[src/rtl/conbus_rr_if.sv]
// Signal bundle for conbus_rr: NM Wishbone master ports and NS slave ports.
// The "slave" modport is the interconnect's view; "master" is the attached-agent view.
interface conbus_rr_if #(
   parameter int NM = 6,
   parameter int NS = 6
);
   logic [NM-1:0][31:0] m_dat_i, m_dat_o, m_adr_i;
   logic [NM-1:0][2:0]  m_cti_i;
   logic [NM-1:0][3:0]  m_sel_i;
   logic [NM-1:0]       m_we_i, m_cyc_i, m_stb_i, m_ack_o, m_err_o;
   logic [NS-1:0][31:0] s_dat_i, s_dat_o, s_adr_o;
   logic [NS-1:0][2:0]  s_cti_o;
   logic [NS-1:0][3:0]  s_sel_o;
   logic [NS-1:0]       s_we_o, s_cyc_o, s_stb_o, s_ack_i;

   modport slave (
      input  m_dat_i, m_adr_i, m_cti_i, m_sel_i, m_we_i, m_cyc_i, m_stb_i, s_dat_i, s_ack_i,
      output m_dat_o, m_ack_o, m_err_o, s_dat_o, s_adr_o, s_cti_o, s_sel_o, s_we_o, s_cyc_o,
             s_stb_o
   );

   modport master (
      output m_dat_i, m_adr_i, m_cti_i, m_sel_i, m_we_i, m_cyc_i, m_stb_i, s_dat_i, s_ack_i,
      input  m_dat_o, m_ack_o, m_err_o, s_dat_o, s_adr_o, s_cti_o, s_sel_o, s_we_o, s_cyc_o,
             s_stb_o
   );
endinterface

[src/rtl/conbus_rr.sv]
// Shared-bus Wishbone interconnect: round-robin master arbitration, parameterised
// slave decode, and bus-error termination for unmapped addresses and slave time-outs.
module conbus_rr_match #(
   parameter int W = 4
) (
   input  logic [W-1:0] adr_hi,
   input  logic [W-1:0] base,
   output logic         match
);
   assign match = (adr_hi == base);
endmodule

module conbus_rr #(
   parameter int                     NM        = 6,
   parameter int                     NS        = 6,
   parameter int                     S_ADDR_W  = 4,
   parameter logic [NS*S_ADDR_W-1:0] S_ADDR    = 24'h543210,
   parameter int                     TIMEOUT_W = 8,
   parameter int                     TIMEOUT   = 255
) (
   input  logic       sys_clk,
   input  logic       sys_rst_n,
   conbus_rr_if.slave bus
);
   localparam int PTR_W = (NM > 1) ? $clog2(NM) : 1;
   localparam logic [TIMEOUT_W-1:0] TO_LAST = TIMEOUT_W'((TIMEOUT > 0) ? TIMEOUT - 1 : 0);

   logic [NM-1:0]        gnt, gnt_nxt;
   logic [PTR_W-1:0]     ptr, ptr_nxt, cand;
   logic                 found;
   logic [TIMEOUT_W-1:0] wdog, wdog_nxt;
   logic                 err_q, err_nxt;

   logic [31:0]   adr, wdat, rdat;
   logic [2:0]    cti;
   logic [3:0]    sel;
   logic          we, cyc, stb, req, hit, ack_sel, to_fire;
   logic [NS-1:0] match, sel_oh;

   // Owner keeps the bus while cyc is high; otherwise search starts just past the last winner.
   always_comb begin
      gnt_nxt = '0;
      ptr_nxt = ptr;
      found   = 1'b0;
      cand    = '0;
      if (|(gnt & bus.m_cyc_i)) begin
         gnt_nxt = gnt;
      end else begin
         for (int k = 1; k <= NM; k++) begin
            cand = PTR_W'((int'(ptr) + k) % NM);
            if (!found && bus.m_cyc_i[cand]) begin
               found         = 1'b1;
               gnt_nxt[cand] = 1'b1;
               ptr_nxt       = cand;
            end
         end
      end
   end

   always_comb begin
      adr  = '0;
      wdat = '0;
      cti  = '0;
      sel  = '0;
      we   = 1'b0;
      cyc  = 1'b0;
      stb  = 1'b0;
      for (int i = 0; i < NM; i++) begin
         adr  = adr  | ({32{gnt[i]}} & bus.m_adr_i[i]);
         wdat = wdat | ({32{gnt[i]}} & bus.m_dat_i[i]);
         cti  = cti  | ({3{gnt[i]}}  & bus.m_cti_i[i]);
         sel  = sel  | ({4{gnt[i]}}  & bus.m_sel_i[i]);
         we   = we   | (gnt[i] & bus.m_we_i[i]);
         cyc  = cyc  | (gnt[i] & bus.m_cyc_i[i]);
         stb  = stb  | (gnt[i] & bus.m_stb_i[i]);
      end
   end

   for (genvar k = 0; k < NS; k++) begin : g_dec
      conbus_rr_match #(.W(S_ADDR_W)) u_match (
         .adr_hi (adr[31 -: S_ADDR_W]),
         .base   (S_ADDR[k*S_ADDR_W +: S_ADDR_W]),
         .match  (match[k])
      );
   end

   // Lowest matching slave index wins when decode ranges overlap.
   assign sel_oh  = match & (~match + NS'(1));
   assign hit     = |match;
   assign ack_sel = |(sel_oh & bus.s_ack_i);
   assign req     = cyc & stb;

   always_comb begin
      rdat = '0;
      for (int k = 0; k < NS; k++) rdat = rdat | ({32{sel_oh[k]}} & bus.s_dat_i[k]);
   end

   // A coinciding ack suppresses the time-out; err_q always has a quiet cycle after it.
   assign to_fire = (TIMEOUT != 0) && req && hit && !ack_sel && (wdog == TO_LAST);
   assign err_nxt = !err_q && req && (!hit || to_fire);

   always_comb begin
      wdog_nxt = wdog;
      if (ack_sel || !req || (gnt_nxt != gnt) || err_q) wdog_nxt = '0;
      else if (hit && (wdog != '1))                      wdog_nxt = wdog + 1'b1;
   end

   always_ff @(posedge sys_clk) begin
      if (!sys_rst_n) begin
         gnt   <= '0;
         ptr   <= PTR_W'(NM - 1);
         wdog  <= '0;
         err_q <= 1'b0;
      end else begin
         gnt   <= gnt_nxt;
         ptr   <= ptr_nxt;
         wdog  <= wdog_nxt;
         err_q <= err_nxt;
      end
   end

   assign bus.m_dat_o = {NM{rdat}};
   assign bus.m_ack_o = gnt & {NM{ack_sel & ~err_q}};
   assign bus.m_err_o = gnt & {NM{err_q}};
   assign bus.s_dat_o = {NS{wdat}};
   assign bus.s_adr_o = {NS{adr}};
   assign bus.s_cti_o = {NS{cti}};
   assign bus.s_sel_o = {NS{sel}};
   assign bus.s_we_o  = {NS{we}};
   assign bus.s_cyc_o = {NS{cyc}};
   assign bus.s_stb_o = sel_oh & {NS{req & ~err_q}};
endmodule

[src/flat_wrapper.sv]
// flat-port wrapper written by rule: the top's interface ports become plain ports
module conbus_rr_flat 
#(
   parameter int                     NM        = 6,
   parameter int                     NS        = 6,
   parameter int                     S_ADDR_W  = 4,
   parameter logic [NS*S_ADDR_W-1:0] S_ADDR    = 24'h543210,
   parameter int                     TIMEOUT_W = 8,
   parameter int                     TIMEOUT   = 255
)
  (sys_clk, sys_rst_n, bus_m_dat_i, bus_m_adr_i, bus_m_cti_i, bus_m_sel_i, bus_m_we_i, bus_m_cyc_i, bus_m_stb_i, bus_s_dat_i, bus_s_ack_i, bus_m_dat_o, bus_m_ack_o, bus_m_err_o, bus_s_dat_o, bus_s_adr_o, bus_s_cti_o, bus_s_sel_o, bus_s_we_o, bus_s_cyc_o, bus_s_stb_o);
  conbus_rr_if #(.NM(NM), .NS(NS)) bus_i ();
  input  logic sys_clk;
  input  logic sys_rst_n;
  input wire logic [$bits(bus_i.m_dat_i)-1:0] bus_m_dat_i;
  input wire logic [$bits(bus_i.m_adr_i)-1:0] bus_m_adr_i;
  input wire logic [$bits(bus_i.m_cti_i)-1:0] bus_m_cti_i;
  input wire logic [$bits(bus_i.m_sel_i)-1:0] bus_m_sel_i;
  input wire logic [$bits(bus_i.m_we_i)-1:0] bus_m_we_i;
  input wire logic [$bits(bus_i.m_cyc_i)-1:0] bus_m_cyc_i;
  input wire logic [$bits(bus_i.m_stb_i)-1:0] bus_m_stb_i;
  input wire logic [$bits(bus_i.s_dat_i)-1:0] bus_s_dat_i;
  input wire logic [$bits(bus_i.s_ack_i)-1:0] bus_s_ack_i;
  output wire logic [$bits(bus_i.m_dat_o)-1:0] bus_m_dat_o;
  output wire logic [$bits(bus_i.m_ack_o)-1:0] bus_m_ack_o;
  output wire logic [$bits(bus_i.m_err_o)-1:0] bus_m_err_o;
  output wire logic [$bits(bus_i.s_dat_o)-1:0] bus_s_dat_o;
  output wire logic [$bits(bus_i.s_adr_o)-1:0] bus_s_adr_o;
  output wire logic [$bits(bus_i.s_cti_o)-1:0] bus_s_cti_o;
  output wire logic [$bits(bus_i.s_sel_o)-1:0] bus_s_sel_o;
  output wire logic [$bits(bus_i.s_we_o)-1:0] bus_s_we_o;
  output wire logic [$bits(bus_i.s_cyc_o)-1:0] bus_s_cyc_o;
  output wire logic [$bits(bus_i.s_stb_o)-1:0] bus_s_stb_o;
  assign bus_i.m_dat_i = bus_m_dat_i;
  assign bus_i.m_adr_i = bus_m_adr_i;
  assign bus_i.m_cti_i = bus_m_cti_i;
  assign bus_i.m_sel_i = bus_m_sel_i;
  assign bus_i.m_we_i = bus_m_we_i;
  assign bus_i.m_cyc_i = bus_m_cyc_i;
  assign bus_i.m_stb_i = bus_m_stb_i;
  assign bus_i.s_dat_i = bus_s_dat_i;
  assign bus_i.s_ack_i = bus_s_ack_i;
  assign bus_m_dat_o = bus_i.m_dat_o;
  assign bus_m_ack_o = bus_i.m_ack_o;
  assign bus_m_err_o = bus_i.m_err_o;
  assign bus_s_dat_o = bus_i.s_dat_o;
  assign bus_s_adr_o = bus_i.s_adr_o;
  assign bus_s_cti_o = bus_i.s_cti_o;
  assign bus_s_sel_o = bus_i.s_sel_o;
  assign bus_s_we_o = bus_i.s_we_o;
  assign bus_s_cyc_o = bus_i.s_cyc_o;
  assign bus_s_stb_o = bus_i.s_stb_o;
  conbus_rr #(.NM(NM), .NS(NS), .S_ADDR_W(S_ADDR_W), .S_ADDR(S_ADDR), .TIMEOUT_W(TIMEOUT_W), .TIMEOUT(TIMEOUT)) u_core (.sys_clk(sys_clk), .sys_rst_n(sys_rst_n), .bus(bus_i));
endmodule
[config.mk]
export PLATFORM = sky130hd
export DESIGN_NAME = conbus_rr_flat
export DESIGN_NICKNAME = d
export VERILOG_FILES = /design/src/rtl/conbus_rr_if.sv /design/src/rtl/conbus_rr.sv /design/src/flat_wrapper.sv
export SDC_FILE = /design/constraint.sdc
export NUM_CORES = 1
export LEC_CHECK = 0
export CAP_MARGIN = 20
export CORE_AREA = 2 2 499 501
export DETAILED_ROUTE_END_ITERATION = 16
export DIE_AREA = 0 0 501 503
export SLEW_MARGIN = 20
export SYNTH_ARGS = -nofsm -noshare
export SYNTH_HDL_FRONTEND = slang
export SYNTH_SLANG_ARGS = --single-unit
[constraint.sdc]
create_clock -name sys_clk -period 7.7 [get_ports sys_clk]
set_clock_uncertainty 0.15 [all_clocks]
set_input_delay 1.54 -clock sys_clk [delete_from_list [all_inputs] [get_ports sys_clk]]
set_output_delay 1.54 -clock sys_clk [all_outputs]
set_load 0.005 [all_outputs]
== Word level (Yosys, flattened, before mapping) ==
Cells that the tools add are included.
Operators by class
  $add $sub $neg: 8
  divide/modulo/power cells: 6
  magnitude comparators: 12
  equal/unequal tests: 8
  muxes and demuxes: 52
  bitwise operators: 106
  reduce and logical (&&, ||, !) cells: 37
Operator list (number)
  $and A32 B32 Y32: 18
  $or A32 B32 Y32: 15
  $mod A32 B4 Y32 const B: 6
  $mux W6: 12
  $and A6 B6 Y6: 6
  $or A6 B6 Y6: 5
  $and A4 B4 Y4: 6
  $lt A3 B4 Y1 const B: 6
  $mux W1: 22
  $and A1 B1 Y1: 21
  $or A4 B4 Y4: 5
  $and A3 B3 Y3: 6
  $bmux W1 S3: 6
  $demux W1 S3: 6
  $ge A3 B1 Y1 const B: 6
  $mux W3: 6
  $reduce_or A6 Y1: 3
  $logic_and A1 B1 Y1: 17
  $or A1 B1 Y1: 15
  $or A3 B3 Y3: 5
  $add A3 B3 Y4 const B: 3
  $logic_not A1 Y1: 9
  $add A3 B2 Y4 const B: 2
  $add A8 B1 Y8 const B: 1
  15 further kinds: 22
Word-level totals
  flip-flop bits (word level): 18
  input port bits: 644
  output and inout bits: 648

== Logic depth before layout (Yosys ltp) ==
Gate-level depths: netlist of the first run.
  word-level depth: 30
  mapped depth: 16
  depth with buffers taken out: 13

== By module ==
From an unflattened synthesis of the first run, not the netlist that was laid out.
Unflattened totals
  cell total of the unflattened synthesis: 1384
  area, all modules: 9781.9 µm²
Modules (own cells, without submodules)
  conbus_rr: times used 1, cells each 1354, area each 9496.6 µm², sequential area each 360.3 µm²
  conbus_rr_match: times used 6, cells each 5, area each 47.5 µm², sequential area each 0.0 µm²

== Least setup slack after synthesis of the first run ==
No wires, ideal clock.
  path type: input to output
  start point: input bus_m_adr_i[157]
  end point: output bus_m_dat_o[120]
  data arrival time: 3.612 ns
  required time: 6.010 ns
  slack: 2.398 ns
  stages: 10
  path buffers: 4
  cell sequence: a22oi_1 and3_1 clkbuf_1 inv_2 buf_2 buf_1 mux2i_1 o22ai_1 a221o_1 buf_4
On the way
  longest elaborated chain between the ends: 13
  elaborated cells between the ends (all ways): 23
Ends and longest elaborated chain
  start: declaration: RTL line flat_wrapper.sv:16  | input wire logic [$bits(bus_i.m_adr_i)-1:0] bus_m_adr_i;
  $and A32 B32 Y32 (*): RTL line conbus_rr.sv:69  | adr = adr | ({32{gnt[i]}} & bus.m_adr_i[i]);
  $or A32 B32 Y32 (*) (2 in a row): RTL line conbus_rr.sv:69
  net bus_s_adr_o[29]: RTL line flat_wrapper.sv:28  | output wire logic [$bits(bus_i.s_adr_o)-1:0] bus_s_adr_o;
  $eq A4 B1 Y1 or $logic_not A4 Y1 (tied branches): RTL line conbus_rr.sv:10  | assign match = (adr_hi == base);
  $not A6 Y6: RTL line conbus_rr.sv:88  | assign sel_oh = match & (~match + NS'(1));
  $add A6 B1 Y6: RTL line conbus_rr.sv:88
  $and A6 B6 Y6 (*): RTL line conbus_rr.sv:88
  $and A32 B32 Y32: RTL line conbus_rr.sv:95  | for (int k = 0; k < NS; k++) rdat = rdat | ({32{sel_oh[k]}} & bus.s_dat_i[k]);
  $or A32 B32 Y32 (4 in a row): RTL line conbus_rr.sv:95
  $or A32 B32 Y32 (*): RTL line conbus_rr.sv:95
  end: declaration: RTL line flat_wrapper.sv:24  | output wire logic [$bits(bus_i.m_dat_o)-1:0] bus_m_dat_o;
Mark *: on every way through the listed nets, which the timed path passes. The rest lies on a longest branch.

== Final worst setup path of the first run ==
  start point: input bus_m_adr_i[31]
  end point: output bus_m_dat_o[34]
On the way
  longest elaborated chain between the ends: 16
  elaborated cells between the ends (all ways): 26
Ends and longest elaborated chain (RTL line)
  $and A32 B32 Y32 (*): conbus_rr.sv:69
  $or A32 B32 Y32 (*) (5 in a row): conbus_rr.sv:69
  $eq A4 B1 Y1 or $logic_not A4 Y1 (tied branches): conbus_rr.sv:10
  $not A6 Y6: conbus_rr.sv:88
  $add A6 B1 Y6: conbus_rr.sv:88
  $and A6 B6 Y6 (*): conbus_rr.sv:88
  $and A32 B32 Y32: conbus_rr.sv:95
  $or A32 B32 Y32 (4 in a row): conbus_rr.sv:95
  $or A32 B32 Y32 (*): conbus_rr.sv:95
Every way passes the cells marked *; elsewhere a longest branch is shown, timed or not.

==> flow_summary.toml, run 1 <==
[logic_synthesis]
async_flop_share_pct = 0
synth_top_flop_cell = "dfxtp_1"
avgSynthCellArea_um2 = 7.41
ys_seq_elements = 18
synthCells = 1319
syn_area_mm2 = 0.00977
synth_most_common_cell = "buf_4"
yosys-top-cells-area = "buf_4 (41%), a22oi_1 (17%), mux2i_1 (7.5%)"
netlist_top_cells_count = "buf_4 (528), a22oi_1 (223), nand3_1 (84), mux2i_1 (73), clkbuf_1 (62)"
yosysWarnings = 0
yosys.area.top_type_share_pct = 40.6
synth_edf_count = 0
yosys.area.top_type = "buf_4"
syn-num-nets = 1979
synth_cell_types = 74
ys_seq_area_share_pct = 3.69

[sta]
rsz0062_at_grt = "no"
finalMaxSlewViolations = 0
worstMarginPinSlew_ns = 1.05
post-route-period-util_pct = 90.5
finalHoldViolCount = 0
setup_slack_ns = 0.734
maxSlewHeadroom_pct = 29.9
fmax_ghz = 0.144
finalSetupViolCount = 0
tns_ns = 0
finalCriticalPeriod_ns = 6.97

[status]
status = "completed"

[power]
switchingPower_mw = 4.05
power_density_mw_per_mm2 = 367
pwr-share-comb_pct = 96.2
switching_share_pct = 47.9
seqPwrFrac_pct = 2.5
clkPwrFrac_pct = 1.3
cellLeakagePower_nw = 7.10
p_int_mw = 4.41
peakVddDrop_mv = 0.207

[detailed_routing]
drc = 0
antenna_left = 0
totalWireLength_um = 124000
drtPass1Iterations = 5
wire_per_inst_um = 23.3
num_vias = 13800
drt-vias-per-instance = 2.60
initialDrtViolationCount = 1043

[placed_design]
hpwlAfterDp_um = 111000
place_area_mm2 = 0.0229
dp_slack_ns = 0.813
place_congestion = 0.915
numPortBuffers = 1291
dpl.cell_count = 5287

[cells_and_area]
fill_cells = 28500
nets = 2715
design_area_mm2 = 0.0230
seq_area_um2 = 383
multi_input_area_mm2 = 0.00508
layout-drive-gt1-share_pct = 4.67
area_growth_pct = 136
fin_cells = 5321
final_core_util_pct = 9.32

[critical_path]
setup.worst_path.start_class = "input port"
required_ns = 6.01
end_kind = "output port"
criticalPathCategory = "input port to output port"
cp_num_buf_inv = 3
slowest_delay_ns = 0.74
crit_family = "compound AO/OA/AOI/OAI gates"
path_max_fanout = 18
crit_slowest_cell = "or3_2"
worstPathArrival_ns = 5.28
cp_common_cell = "clkdlybuf4s50_1"
path_cells = "clkdlybuf4s50_1 > a22oi_1 > and3_1 > inv_1 > or3_2 > o22ai_1 > a221o_1 > clkdlybuf4s50_1"

[cts]
numCtsBuffers = 3
cts_hold_buf = 0
clockBufferDepth = 2
path_clk_slew_ns = 0.05
clock_latency_ns = 0.26
htree_levels = 1
cts_resized = 0
clock-sinks = 18
root_buffer = "clkbuf_16"
cts_tree = "done"
post-cts-setup-buffer-count = 0

[floorplanning]
pin_count = 1292
row_count = 183
core_area_mm2 = 0.247
fp.dieArea_mm2 = 0.252
die_h_um = 503
die-width_um = 501
initial_core_util_pct = 3.96

[global_route]
grt_pass1_wl_um = 146000
antenna_found_initial = 129
grt_overflow = 0
grt_pass1_vias = 13000
grt_start_max_net_pins = 62
track_usage_pct = 9.03

[min_path]
min_path_type = "register to register"

[flow_run]
max_cap_viol_count = 0
==> cells by family (layout without fill, tap and decap cells) <==
group	after synthesis	after routing	share of synthesized area, %
buf+inv	629	1364	44.8
compound gates	367	367	29.2
simple gates	199	199	10.9
mux	77	77	7.98
flops	18	18	3.69
fa+ha+maj	16	16	2.05
xor+xnor	13	13	1.43
other cells	0	30	0
==> sequential cells by signal (all words and copies together), names as in the netlist <==
register and count:
u_core.ptr 3, u_core.wdog 8, u_core.err_q 1, u_core.gnt 6
==> metrics by stage <==
stage | total power, mW | hold slack, ns
2_1_floorplan | 4.55 | 0.329
3_3_place_gp | 8.45 | 0.349
3_5_place_dp | 8.47 | 0.364
4_1_cts | 8.62 | 0.380
5_1_grt | 8.96 | 0.406
6_report | 8.46 | 0.382
==> power by group through the flow <==
stage,combinational (mW),clock (mW),sequential [mW]
2_1_floorplan,4.42,0,0.129
3_3_place_gp,8.24,0,0.213
3_5_place_dp,8.26,0,0.214
4_1_cts,8.29,0.116,0.212
5_1_grt,8.63,0.119,0.214
6_report,8.14,0.111,0.208
==> worst register-to-register path: cells and delay by family (launching register included) <==
| family | cells | cell delay, ns |
|---|---|---|
| buffers and inverters | 2 | 0.77 |
| DFF | 1 | 0.58 |
| adders and majority gates | 1 | 0.84 |
| and+or+nand+nor | 2 | 0.28 |
| AOI/OAI and AO/OA | 5 | 2.00 |
==> layout by cell type (no fill, tap or decap), types with 7 or more instances in the layout <==
| cell | Yosys | final |
|---|---|---|
| nor3_1 | 7 | 7 |
| dfxtp_1 | 18 | 12 |
| mux2i_1 | 73 | 73 |
| o21ai_0 | 7 | 7 |
| buf_4 | 528 | 46 |
| inv_1 | 18 | 18 |
| ha_1 | 16 | 16 |
| a221o_1 | 33 | 33 |
| nand3_1 | 84 | 79 |
| a21oi_1 | 14 | 14 |
| nor4_1 | 7 | 7 |
| xnor2_1 | 8 | 8 |
| diode_2 | 0 | 30 |
| a211oi_1 | 9 | 9 |
| o22ai_1 | 33 | 33 |
| a22oi_1 | 223 | 223 |
| and2_1 | 10 | 10 |
| clkdlybuf4s50_1 | 0 | 1291 |
| nand2_1 | 16 | 16 |
| nor2_1 | 35 | 34 |
==> layout make-up <==
type	instances	share of cell area [%]
flip-flops and latches	18	1.66
inverters	22	0.369
clock buffers	4	0.342
repair buffers	1338	57.7
multi-input cells	672	22.0
well taps	3237	17.6
diodes	30	0.326
==> routing by layer <==
metal | vias up | routed length [um] | track usage, % | share of wire [%]
li1 | 5821 | - | - | -
met1 | 6555 | 44700 | 9.80 | 36
met2 | 1170 | 63900 | 16.8 | 52
met3 | 268 | 8800 | 1.89 | 7.1
met4 | 30 | 6280 | 3.87 | 5.1
met5 | - | 216 | 0 | 0.17
==> final timing paths <==
kind	startpoint	end	slack, ns	cells after the start
worst max-delay path	bus_m_adr_i[31]	bus_m_dat_o[34]	0.73	8
worst min-delay path	u_core.wdog[7]$_SDFFE_PP0P_	u_core.wdog[7]$_SDFFE_PP0P_	0.38	2
worst max register to register	u_core.ptr[1]$_SDFFE_PN0P_	u_core.ptr[2]$_SDFFE_PN1P_	2.94	10
worst min register to register	u_core.wdog[7]$_SDFFE_PP0P_	u_core.wdog[7]$_SDFFE_PP0P_	0.38	2
Note: power is estimated with default switching activity, not from simulation.
==> run 2, diff against run 1 <==
--- a/config.mk
+++ b/config.mk
@@ -5,6 +5,7 @@
 export SDC_FILE = /design/constraint.sdc
 export NUM_CORES = 1
 export LEC_CHECK = 0
+export ABC_CLOCK_PERIOD_IN_PS = 7700
 export CAP_MARGIN = 20
 export CORE_AREA = 2 2 499 501
 export DETAILED_ROUTE_END_ITERATION = 16
==> results of run 2 <==
The final DEF is identical to that of run 1; final timing and power are the same.
==> run 3, diff against run 2 <==
--- a/config.mk
+++ b/config.mk
@@ -6,7 +6,7 @@
 export NUM_CORES = 1
 export LEC_CHECK = 0
 export ABC_CLOCK_PERIOD_IN_PS = 7700
-export CAP_MARGIN = 20
+export CAP_MARGIN = 40
 export CORE_AREA = 2 2 499 501
 export DETAILED_ROUTE_END_ITERATION = 16
 export DIE_AREA = 0 0 501 503
==> run 3 against run 2 <==
  * Sequential power about the same
  * Sequential share of layout area about the same
  * Clock power about the same
  * Worst hold slack worse by 0.0074 ns
  * First-iteration DRC count up 2.8%
  * Combinational power up 1%
==> flow_summary.toml, run 3 (synthesized netlist as in run 1, its figures left out) <==
[critical_path]
cp_common_cell = "clkdlybuf4s50_1"
path_max_fanout = 18
setup.worst_path.start_class = "input port"
worstPathArrival_ns = 5.25
r2r_setup_slack_ns = 2.91
criticalPathCategory = "input port to output port"
timing.rr.start = "u_core.ptr[1]$_SDFFE_PN0P_"
rr_endpoint = "u_core.ptr[2]$_SDFFE_PN1P_"
required_ns = 6.01
slowest_delay_ns = 0.73
path_cells = "clkdlybuf4s50_1 > a22oi_1 > and3_1 > inv_1 > or3_2 > o22ai_1 > a221o_1 > clkdlybuf4s50_1"
r2r_cells = 10
crit_slowest_cell = "or3_2"
end_kind = "output port"

[cts]
clock-sinks = 18
cts_tree = "done"
clock_latency_ns = 0.26
htree_levels = 1
numCtsBuffers = 3
cts_resized = 0
path_clk_slew_ns = 0.05
cts_hold_buf = 0
clockBufferDepth = 2
root_buffer = "clkbuf_16"
post-cts-setup-buffer-count = 0

[floorplanning]
pin_count = 1292
row_count = 183
die-width_um = 501
die_h_um = 503
initial_core_util_pct = 3.96
fp.dieArea_mm2 = 0.252
core_area_mm2 = 0.247

[cells_and_area]
layout_commonest_cell = "clkdlybuf4s50_1"
area_growth_pct = 139
reg_top3 = "u_core.wdog: 8 flops, u_core.gnt: 6 flops, u_core.ptr: 3 flops"
mostFrequentLayoutCells = "clkdlybuf4s50_1 (1291), a22oi_1 (223), nand3_1 (79)"
layout-drive-gt1-share_pct = 5.32
fill_cells = 28500
nets = 2729
largest_register_ffs = 8
top_register = "u_core.wdog"

[placed_design]
numPortBuffers = 1291
place_congestion = 0.915
hpwlAfterDp_um = 112000

[sta]
finalCriticalPeriod_ns = 6.94
finalHoldWorstSlack_ns = 0.374
tns_ns = 0
rsz0062_at_grt = "no"
maxSlewHeadroom_pct = 37.7
fmax_ghz = 0.144
finalMaxSlewViolations = 0
worstMarginPinSlew_ns = 0.934
finalSetupViolCount = 0
post-route-period-util_pct = 90.1
finalHoldViolCount = 0

[global_route]
antenna_found_initial = 118
track_usage_pct = 8.99
grt_pass1_vias = 12900
grt_pass1_wl_um = 145000
grt_start_max_net_pins = 60
grt_overflow = 0

[power]
power_density_mw_per_mm2 = 368
peakVddDrop_mv = 0.204
cellLeakagePower_nw = 7.23

[detailed_routing]
drt-vias-per-instance = 2.62
wire_per_inst_um = 23.1
drtPass1Iterations = 5
antenna_left = 0
num_vias = 14000
drc = 0
initialDrtViolationCount = 1072
totalWireLength_um = 123000

[min_path]
holdCritStartpoint = "u_core.wdog[6]$_SDFFE_PP0P_"
min_path_type = "register to register"
hold_path_end = "u_core.wdog[6]$_SDFFE_PP0P_"
holdPathStages = 2

[flow_run]
max_cap_viol_count = 0

[status]
status = "completed"
[run 3: metrics by stage]
step / cells / area (um2) / setup WS [ns] / total power [mW] / utilization [%]
6_report: 5341 / 23300 / 0.759 / 8.58 / 9.45
5_1_grt: 5329 / 23300 / 0.709 / 9.09 / 9.44
4_1_cts: 5304 / 23200 / 0.785 / 8.76 / 9.40
3_5_place_dp: 5300 / 23100 / 0.796 / 8.61 / 9.37
3_3_place_gp: 5287 / 22900 / 0.830 / 8.45 / 9.26
2_1_floorplan: 1319 / 9770 / 2.40 / 4.55 / -
[run 3: area by class of cell]
class	instances	area [um2]	area share [%]
Antenna cell	36	90.1	0.386
Tap cell	3237	4050	17.4
Timing Repair Buffer	1352	13600	58.2
Inverter	22	85.1	0.364
Multi-Input combinational cell	672	5080	21.8
Sequential cell	18	383	1.64
Clock buffer	4	78.8	0.338
[run 3: where the power goes]
part / internal (mW) / switching, mW
logic: 4.35 / 3.92
registers: 0.114 / 0.0935
clock network: 0.0706 / 0.0405
[run 3: critical path: cells and delay by family]
family                 cells  cell delay, ns
AOI/OAI and AO/OA          3            1.37
buffers and inverters      3            1.20
and+or+nand+nor            2            1.12
[run 3: how the worst max path moves through the flow]
stage,startpoint,end,depth (start not counted)
final,bus_m_adr_i[31],bus_m_dat_o[34],8
after global routing,bus_m_adr_i[31],bus_m_dat_o[163],9
after CTS,bus_m_adr_i[31],bus_m_dat_o[34],8
after detailed placement,bus_m_adr_i[31],bus_m_dat_o[34],8
after global placement,bus_m_adr_i[31],bus_m_dat_o[115],8
after floorplan,bus_m_adr_i[157],bus_m_dat_o[120],10
[run 3: layer usage]
layer  wire length (um)  global-route usage [%]
met1              44600                    9.78
met4               6230                    4.36
met5                216                       0
met2              63800                    16.5
met3               8540                    1.77
